File: src/rtl/fixedp_acc.sv
// fixedp_acc: valid/ready accumulator that sums LEN (or in_last-terminated) sign-magnitude
// fixed-point products into one saturated sign-magnitude word. Optional out_ovf port via FIXEDP_ACC_OVF_EN.
module fixedp_acc #(
  parameter int Q     = 15,
  parameter int N     = 32,
  parameter int LEN   = 16,
  parameter int GUARD = 8
) (
  input  logic         clk,
  input  logic         rst_n,
  input  logic [N-1:0] in_data,
  input  logic         in_valid,
  input  logic         in_last,
  output logic         in_ready,
  output logic [N-1:0] out_data,
  output logic         out_valid,
  input  logic         out_ready
`ifdef FIXEDP_ACC_OVF_EN
  ,
  output logic         out_ovf
`endif
);

  localparam int AW = N + GUARD;
  localparam int CW = (LEN > 1) ? $clog2(LEN) : 1;
  localparam logic [AW-1:0] MAX_MAG = {{(GUARD + 1){1'b0}}, {(N - 1){1'b1}}};
  localparam logic [CW-1:0] CNT_LAST = CW'(LEN - 1);

  // Q only sets the binary-point position; the datapath is scale-agnostic.
  if (LEN < 2 || LEN > (1 << GUARD) || Q < 0 || Q > N - 1) begin : g_param_check
    $error("fixedp_acc: illegal parameter combination");
  end

  typedef enum logic {
    ACC  = 1'b0,
    DONE = 1'b1
  } state_t;

  state_t        state;
  state_t        state_next;
  logic [AW-1:0] acc;
  logic [CW-1:0] cnt;
  logic [AW-1:0] in_ext;
  logic [AW-1:0] in_conv;
  logic [AW-1:0] sum;
  logic [AW-1:0] sum_abs;
  logic          sum_neg;
  logic          sat;
  logic [N-2:0]  res_mag;
  logic [N-1:0]  res_word;
  logic          accept;
  logic          final_beat;
  logic          release_out;

  // Negative zero converts to 0 naturally: -(0) == 0 in two's complement.
  always_comb begin
    in_ext  = {{(GUARD + 1){1'b0}}, in_data[N-2:0]};
    in_conv = in_data[N-1] ? (~in_ext + 1'b1) : in_ext;
    sum     = acc + in_conv;
    sum_neg = sum[AW-1];
    sum_abs = sum_neg ? (~sum + 1'b1) : sum;
    sat     = (sum_abs > MAX_MAG);
    res_mag = sat ? MAX_MAG[N-2:0] : sum_abs[N-2:0];
    // A zero sum has sum_neg == 0, so the sign bit is never set for zero.
    res_word = {sum_neg, res_mag};
  end

  always_comb begin
    in_ready    = 1'b0;
    out_valid   = 1'b0;
    state_next  = state;
    accept      = 1'b0;
    final_beat  = 1'b0;
    release_out = 1'b0;
    unique case (state)
      ACC: begin
        in_ready   = 1'b1;
        accept     = in_valid;
        final_beat = in_valid && (in_last || (cnt == CNT_LAST));
        if (final_beat) begin
          state_next = DONE;
        end
      end
      DONE: begin
        out_valid   = 1'b1;
        release_out = out_ready;
        if (out_ready) begin
          state_next = ACC;
        end
      end
      default: state_next = ACC;
    endcase
  end

  always_ff @(posedge clk or negedge rst_n) begin
    if (!rst_n) begin
      state <= ACC;
    end else begin
      state <= state_next;
    end
  end

  always_ff @(posedge clk or negedge rst_n) begin
    if (!rst_n) begin
      acc <= '0;
      cnt <= '0;
    end else if (release_out) begin
      acc <= '0;
      cnt <= '0;
    end else if (accept) begin
      acc <= sum;
      cnt <= cnt + 1'b1;
    end
  end

  always_ff @(posedge clk or negedge rst_n) begin
    if (!rst_n) begin
      out_data <= '0;
    end else if (final_beat) begin
      out_data <= res_word;
    end
  end

`ifdef FIXEDP_ACC_OVF_EN
  always_ff @(posedge clk or negedge rst_n) begin
    if (!rst_n) begin
      out_ovf <= 1'b0;
    end else if (final_beat) begin
      out_ovf <= sat;
    end else if (release_out) begin
      out_ovf <= 1'b0;
    end
  end
`endif

endmodule

File: config.mk
export PLATFORM = sky130hd
export DESIGN_NAME = fixedp_acc
export DESIGN_NICKNAME = d
export VERILOG_FILES = /design/src/rtl/fixedp_acc.sv
export SDC_FILE = /design/constraint.sdc
export NUM_CORES = 1
export LEC_CHECK = 0
export BUFFER_PORTS_ARGS = -buffer_cell sky130_fd_sc_hd__buf_2
export CAP_MARGIN = 20
export CORE_ASPECT_RATIO = 1.75
export CORE_MARGIN = 8
export CORE_UTILIZATION = 51
export DETAILED_ROUTE_END_ITERATION = 8
export PLACE_DENSITY_LB_ADDON = 0.05
export RECOVER_POWER = 50
export SYNTH_ARGS = -nofsm -noshare
export SYNTH_HDL_FRONTEND = slang
export SYNTH_SLANG_ARGS = --single-unit
File: constraint.sdc
create_clock -name clk -period 4.18 [get_ports clk]
set_input_delay 0.209 -clock clk [delete_from_list [all_inputs] [get_ports clk]]
set_output_delay 0.209 -clock clk [all_outputs]
set_load 0.005 [all_outputs]
Word-level counts from Yosys, hierarchy flattened
Cells that the tools add are included.

Register bits after elaboration: 77. Bits of input ports: 37. Word-level logic and storage cells: 31.

Add/sub/neg operators: 4. $lt $le $gt $ge: 1. Eq/ne operators: 1. Multiplexer cells: 15. Bitwise operators: 3. Reduce and logical (&&, ||, !) cells: 3.

Operators by type and width (number): 40-bit two-way mux (4); 40-bit by 1-bit adder with 40-bit output (second input constant) (2); 40-bit adder (1); 40-bit by 31-bit greater-than comparator with 1-bit output (second input constant) (1); 31-bit inverter with 40-bit output (1); 40-bit inverter (1); 31-bit two-way mux (1); 4-bit two-way mux (2); 1-bit two-way mux (7); 4-bit by 1-bit adder with 4-bit output (second input constant) (1); 4-bit == test (second input constant) (1); 1-bit case mux with 2 select lines (1); 2-bit nonzero test (1); 1-bit logical AND (1); 1-bit logical OR (1); 1-bit inverter (1).

Longest topological paths before layout
Gate-level depths: netlist (run 1).

Depth after elaboration: 9. Mapped depth: 23. Gate-level depth less buffers: 20.

Worst setup path before layout (run 1)
Ideal clock, no wire load.

Path type: input to register. Start point: input in_data[13]. End point: register out_data[22]. Arrival: 5.491 ns. Data required time: 4.056 ns. Path slack: -1.435 ns. Stages: 20. Path buffers: 3. Cells stage by stage: or4_4 -> or4_4 -> or3_1 -> buf_6 -> o31ai_1 -> xnor2_1 -> ha_1 -> clkbuf_1 -> nand4_1 -> or4_1 -> a31oi_1 -> nor2_1 -> xnor2_1 -> or3_1 -> nor3_1 -> mux2i_1 -> o311ai_1 -> nor4_4 -> buf_6 -> a21oi_2.

Longest elaborated chain between the ends: 9.

RTL lines: from (decl) (RTL line 11) `input logic [N-1:0] in_data,`; 31-bit inverter with 40-bit output (RTL line 58) `in_conv = in_data[N-1] ? (~in_ext + 1'b1) : in_ext;`; 40-bit by 1-bit adder with 40-bit output (RTL line 58); 40-bit two-way mux * (RTL line 58); 40-bit adder * (RTL line 59) `sum = acc + in_conv;`; 40-bit inverter (RTL line 61) `sum_abs = sum_neg ? (~sum + 1'b1) : sum;`; 40-bit by 1-bit adder with 40-bit output (RTL line 61); 40-bit two-way mux * (RTL line 61); 40-bit by 31-bit greater-than comparator with 1-bit output (RTL line 62) `sat = (sum_abs > MAX_MAG);`; 31-bit two-way mux * (RTL line 63) `res_mag = sat ? MAX_MAG[N-2:0] : sum_abs[N-2:0];`; to (signal assigned) (RTL line 120) `out_data <= res_word;`; to (decl) (RTL line 15) `output logic [N-1:0] out_data,`.

Every way passes the cells marked *; elsewhere a longest branch is shown, timed or not. A chain may end at the register's enable or synchronous reset.

Worst setup path after layout (run 1)
Start point: input in_data[13]. End point: register out_data[19].

Same word-level chain as after synthesis.

==> flow_summary.ini, run 1 <==
[outcome]
status = finished, violations left
failed_checks = capacitance limit, slew limit, setup timing

[setup_path]
cp_slowest_stage_delay_ps = 550
r2r-end = out_data[19]$_DFFE_PN0P_
crit_arrival_ps = 5710
required_ps = 4420
startpoint_type = primary input
crit_fanout = 7
end_kind = register
path_cells = buf_6, or4_4, or4_4, or3_4, o31ai_4, xnor2_1, ha_1, a21oi_1, o21ai_1, buf_4, or2_2, o311a_1, or3_4, nor4_4, a32oi_1, and3_4, nor4_4, buf_4, clkbuf_16, a21oi_2
crit_family = simple AND/OR/NAND/NOR gates
path_depth = 20
rrSetupSlack_ps = -530
cpMaxStageDelayCell = or4_4
rr_startpoint = acc[0]$_DFFE_PN0P_
path_class = primary input to register
r2r_cells = 19
cp.buffers_inverters = 4

[global_routing]
antenna_found_initial = 0
overflow = 0
grt_pass1_vias = 9834
grtUsageTotal_pct = 32.8
grt_pass1_wl_um = 48500
grt_max_degree = 78

[cts]
cts_buffers = 9
path_clk_slew_ps = 70
h-tree-depth = 3
cts-root-buf = clkbuf_16
clk-insertion-delay-late_ps = 350
clock-sinks = 77
clk_path_buf_depth = 2
cts_tree = yes

[sta]
setup_violations = 33
fin_setup_tns_ps = -38980
rsz0062_at_grt = yes
finalHoldViolCount = 0
maxSlewViolCount = 74
period_share_pct = 131
slew_headroom_pct = -24.0
tightest_slew_ps = 1860
fin_crit_ps = 5470
setup_ws_ps = -1290
finalClockSkew_ps = 8.98
max_freq_ghz = 0.183

[power]
switchingPower_uw = 4800
pwr-share-comb_pct = 79.0
power_density_nw_per_um2 = 870
p_sw_share_pct = 47.8
peakVddDrop_uv = 698
p_leak_uw = 0.00509
p_clk_share_pct = 8.9
internal_power_uw = 5240
finalPower_uw = 10000
pwr-share-seq_pct = 12.1

[die]
start_util_pct = 51.5
die_w_um = 108
core_area_um2 = 14700
rows = 59
die_h_um = 177
ios = 71
dieArea_um2 = 19200

[synthesis]
async_reset_ff_share_pct = 100
syn_nets = 1000
synth_edf_count = 0
netlist_instances = 918
synth_seq_area_share_pct = 25.5
yosys_warnings = 0
netlist_area_um2 = 7570
synth_top_flop_cell = dfrtp_1
synthDistinctLibCells = 86
ys_ff_latch = 77
synth_area_per_cell_um2 = 8.25

[drt]
vias = 9170
viasPerCell = 6.23
first_pass_iters = 7
first_iter_violations = 619
wirelength_um = 31900
ant_nets = 0
drc = 0
wl_per_cell_um = 21.6

[finish]
nets = 1367
n_antenna_cell = 0
layout-drive-gt1-share_pct = 44.4
multiInputGateArea_um2 = 5950
seqCellArea_um2 = 1930
area_delta_synth_final_pct = 52.5
final_util_pct = 78.6
fillers = 1054

[min_path]
hold_depth = 2
hold_class = primary input to register
hp-start = out_ready
hold_end = cnt[3]$_DFFE_PN0P_

[placement]
hpwlAfterDp_um = 24100
place_congestion = 0.963
dp_slack_ps = -1700
port_buffers = 70

[job]
cap_violations = 1
how the worst max path moves through the flow:
stage,startpoint,endpoint,slack [ps]
4_1_cts,in_data[13],out_data[0]$_DFFE_PN0P_,-1140
6_report,in_data[13],out_data[19]$_DFFE_PN0P_,-1290
3_3_place_gp,in_data[13],out_data[0]$_DFFE_PN0P_,-1560
5_1_grt,in_data[13],out_data[19]$_DFFE_PN0P_,-1430
3_5_place_dp,in_data[13],out_data[0]$_DFFE_PN0P_,-1700
2_1_floorplan,in_data[13],out_data[22]$_DFFE_PN0P_,-1010
cells in the final DEF (no fill, tap or decap), types with 16 or more instances in the layout:
cell type / instances
a21o_1: 16
a21oi_1: 39
a21oi_2: 45
a22o_1: 26
buf_2: 67
buf_4: 320
dfrtp_1: 77
ha_1: 39
inv_1: 22
nand2_1: 92
nand3_1: 16
nand4_1: 17
nor2_1: 67
nor3_1: 19
o21ai_0: 52
xnor2_1: 47
xor2_1: 24
power groups by stage:
stage | combinational [µW] | sequential [µW] | clock (µW)
2_1_floorplan | 3980 | 1100 | 0
3_3_place_gp | 6860 | 1200 | 0
3_5_place_dp | 7070 | 1210 | 0
4_1_cts | 7410 | 1200 | 880
5_1_grt | 8430 | 1230 | 916
6_report | 7930 | 1220 | 894
cell families after synthesis:
logic type	after synthesis	share of synthesized area, %
compound gates	319	30.3
xor+xnor	80	9.50
fa+ha+maj	45	7.54
buf+inv	74	4.68
flops	77	25.5
mux	7	0.975
simple gates	316	21.6
cells in the mapped netlist (12+ instances only):
master | number | area, µm²
nand2_1 | 96 | 360
dfrtp_1 | 77 | 1930
nor2_1 | 72 | 270
o21ai_0 | 65 | 325
a21oi_1 | 53 | 265
xnor2_1 | 53 | 464
ha_1 | 44 | 551
a21oi_2 | 36 | 315
clkbuf_1 | 32 | 120
a22o_1 | 26 | 228
xor2_1 | 26 | 228
inv_1 | 22 | 82.6
nor3_1 | 22 | 110
nand3_1 | 17 | 85.1
nand4_1 | 17 | 106
a21o_1 | 16 | 120
o31ai_1 | 15 | 113
or3_1 | 14 | 87.6
a31oi_1 | 12 | 75.1
per-layer routing:
metal	GRT usage [%]	wire length [µm]	vias to the layer above
met3	3.61	1120	194
met2	62.7	17600	348
met4	30.3	3130	0
met5	0	0	-
li1	-	-	4154
met1	28.3	10000	4474
stage by stage:
| stage | instance area [µm²] | hold WS, ps | cells |
|---|---|---|---|
| floorplan | 7750 | -86.6 | 918 |
| global placement | 10400 | 414 | 1425 |
| detailed placement | 10400 | 435 | 1425 |
| CTS | 11200 | 61.2 | 1461 |
| global route | 11500 | 119 | 1473 |
| finish | 11500 | 104 | 1473 |
sequential cells by signal, indices dropped and copies added, names as in the netlist:
register	count
out_data	32
acc	40
cnt	4
state	1
final cells by class:
| class | instances | area share, % |
|---|---|---|
| clock inverters | 6 | 0.813 |
| repair buffers | 408 | 26.3 |
| clock buffers | 10 | 1.98 |
| flip-flops and latches | 77 | 16.7 |
| inverters | 22 | 0.715 |
| well taps | 183 | 1.98 |
| multi-input cells | 767 | 51.5 |
repair_timing:
| action | in CTS | in global routing |
|---|---|---|
| hold endpoints to repair | 0 | 21 |
| gates cloned | 2 | 1 |
| setup buffers | 18 | 10 |
| pin swaps | 21 | 33 |
| endpoints found under the setup margin | 38 | 41 |
| gates resized for setup | 58 | 54 |
| hold buffers | 0 | 1 |
worst register-to-register path: cells and delay by family, from the launching register on:
kind | cells | cell delay (ps)
AO/OA/AOI/OAI | 7 | 1530
adder cells (fa/ha/maj) | 2 | 570
buffers and inverters | 5 | 860
flip-flops | 1 | 380
AND/OR/NAND/NOR | 5 | 1280
Note: power is estimated with default switching activity, not from simulation.
==> run 2, diff against run 1 <==
--- a/config.mk
+++ b/config.mk
@@ -10,6 +10,7 @@
 export CORE_ASPECT_RATIO = 1.75
 export CORE_MARGIN = 8
 export CORE_UTILIZATION = 51
+export CTS_BUF_LIST = sky130_fd_sc_hd__clkbuf_4 sky130_fd_sc_hd__clkbuf_8
 export DETAILED_ROUTE_END_ITERATION = 8
 export PLACE_DENSITY_LB_ADDON = 0.05
 export RECOVER_POWER = 50
==> run 2 against run 1 <==
  * The flow still finishes with violations (capacitance limit, slew limit, setup timing)
  * Via count down 1.0%
  * Worst setup slack improved by 230 ps
  * Maximum frequency increased by 4.4%
  * Die area stayed put
  * Power fell by 2.2%
  * Global-route usage about the same
  * Count of clock-buffer cells in the layout is the same
  * Cell count fell by 0.14%
  * Wire length decreased by 0.72%
  * Critical endpoint is now out_data[0]$_DFFE_PN0P_
==> flow_summary.ini, run 2 (same netlist as run 1, synthesis figures left out) <==
[finish]
final_cell_mix = 317 x buf_4, 93 x nand2_1, 77 x dfrtp_1
finalNonFillerCells = 1471
layout_commonest_cell = buf_4
top_register = acc
area_delta_synth_final_pct = 51.7
top_regs = acc (40), out_data (32), cnt (4)
nets = 1365
final_util_pct = 78.2
largest_register_ffs = 40
n_antenna_cell = 0
fillers = 1079
layout-drive-gt1-share_pct = 44.5

[die]
dieArea_um2 = 19200
die_w_um = 108
die_h_um = 177
ios = 71
core_area_um2 = 14700
start_util_pct = 51.5
rows = 59

[setup_path]
crit_arrival_ps = 5500
cp.buffers_inverters = 4
end_kind = register
required_ps = 4440
path_class = primary input to register
crit_fanout = 8
crit_family = simple AND/OR/NAND/NOR gates
cpMaxStageDelayCell = or4_4
startpoint_type = primary input
path_cells = buf_6, or4_4, or4_4, or3_4, o31ai_4, xnor2_1, ha_1, a21oi_1, o21ai_1, buf_4, or2_2, o311a_1, or3_4, o41ai_2, a21o_1, o211ai_1, nor4_4, buf_6, buf_12, a21oi_1
cp_slowest_stage_delay_ps = 550

[outcome]
status = finished, violations left
failed_checks = capacitance limit, slew limit, setup timing

[placement]
hpwlAfterDp_um = 24100
dp_cells = 1425
port_buffers = 70
place_congestion = 0.963

[global_routing]
overflow = 0
grt_max_degree = 78
grt_pass1_wl_um = 48300
grtUsageTotal_pct = 32.8
grt_pass1_vias = 9683
antenna_found_initial = 0

[cts]
h-tree-depth = 3
clk_path_buf_depth = 2
cts-root-buf = clkbuf_8
path_clk_slew_ps = 90
cts_tree = yes
clock-sinks = 77
cts_buffers = 9
clk-insertion-delay-late_ps = 370

[sta]
tightest_slew_ps = 1830
rsz0062_at_grt = yes
maxSlewViolCount = 72
finalClockSkew_ps = 13.7
setup_ws_ps = -1060
finalHoldViolCount = 0
max_freq_ghz = 0.191
slew_headroom_pct = -21.8
period_share_pct = 125
fin_crit_ps = 5240
setup_violations = 31
whs_ps = 98.2

[drt]
vias = 9076
wl_per_cell_um = 21.5
wirelength_um = 31600
drc = 0
first_iter_violations = 523
ant_nets = 0
first_pass_iters = 5
viasPerCell = 6.17

[power]
peakVddDrop_uv = 653
p_leak_uw = 0.00504
power_density_nw_per_um2 = 855

[min_path]
hold_class = primary input to register

[job]
cap_violations = 1
[run 2: cell count changes in the layout (fill, tap and decap cells not counted), sizes merged]
cell	before	now
buf	404	402
[run 2: area by class of cell]
class,instances,area (µm²),area share [%]
Inverter,22,82.6,0.719
Clock buffer,10,131,1.14
Sequential cell,77,1930,16.8
Clock inverter,6,93.8,0.817
Multi-Input combinational cell,767,5990,52.2
Timing Repair Buffer,406,3030,26.4
Tap cell,183,229,1.99
[run 2: metrics by stage]
stage	setup TNS [ps]	cell area, µm²	worst slack [ps]	total power [µW]
after detailed placement	-56430	10400	-1700	8270
after global routing	-37820	11500	-1240	10400
after CTS	-33700	11000	-1110	9230
after floorplan	-31030	7750	-1010	5080
final	-32320	11500	-1060	9820
after global placement	-51780	10400	-1560	8060
[run 2: worst register-to-register path, delay by kind of cell, from the launching register on]
family	cells	cell delay [ps]
AOI/OAI and AO/OA	7	1530
buffers and inverters	5	800
and+or+nand+nor	5	1270
adders and majority gates	2	570
DFF	1	390
[run 2: layer usage]
metal / global-route usage [%] / wire length (µm) / vias to the layer above
met1: 28.5 / 9860 / 4399
met5: 0 / 0 / -
li1: - / - / 4164
met4: 28.2 / 3120 / 0
met2: 63.1 / 17600 / 338
met3: 3.83 / 1080 / 175
[run 2: path summary, 6_finish.rpt]
kind | slack [ps] | from | cells past startpoint | to
min reg2reg | 510 | out_data[4]$_DFFE_PN0P_ | 2 | out_data[4]$_DFFE_PN0P_
max | -1060 | in_data[13] | 20 | out_data[0]$_DFFE_PN0P_
min in group asynchronous | 340 | rst_n | 2 | acc[13]$_DFFE_PN0P_
max reg2reg | -480 | acc[0]$_DFFE_PN0P_ | 19 | out_data[0]$_DFFE_PN0P_
max in group asynchronous | 1670 | rst_n | 3 | out_data[30]$_DFFE_PN0P_
min | 100 | out_ready | 2 | cnt[3]$_DFFE_PN0P_
[run 2: where the power goes]
group | switching (µW) | leakage (µW) | internal (µW) | total [µW]
Combinational | 4160 | 0.00407 | 3770 | 7920
Sequential | 254 | 0.000852 | 970 | 1220
Clock | 323 | 0.000111 | 349 | 672
[run 2: timing repair]
| item | in CTS | in global routing |
|---|---|---|
| endpoints found under the setup margin | 37 | 40 |
| pin swaps | 18 | 34 |
| buffers inserted | 16 | 10 |
| gates cloned | 2 | 1 |
| hold endpoints to repair | 0 | 19 |
| gates resized for setup | 49 | 66 |
| hold buffers | 0 | 1 |
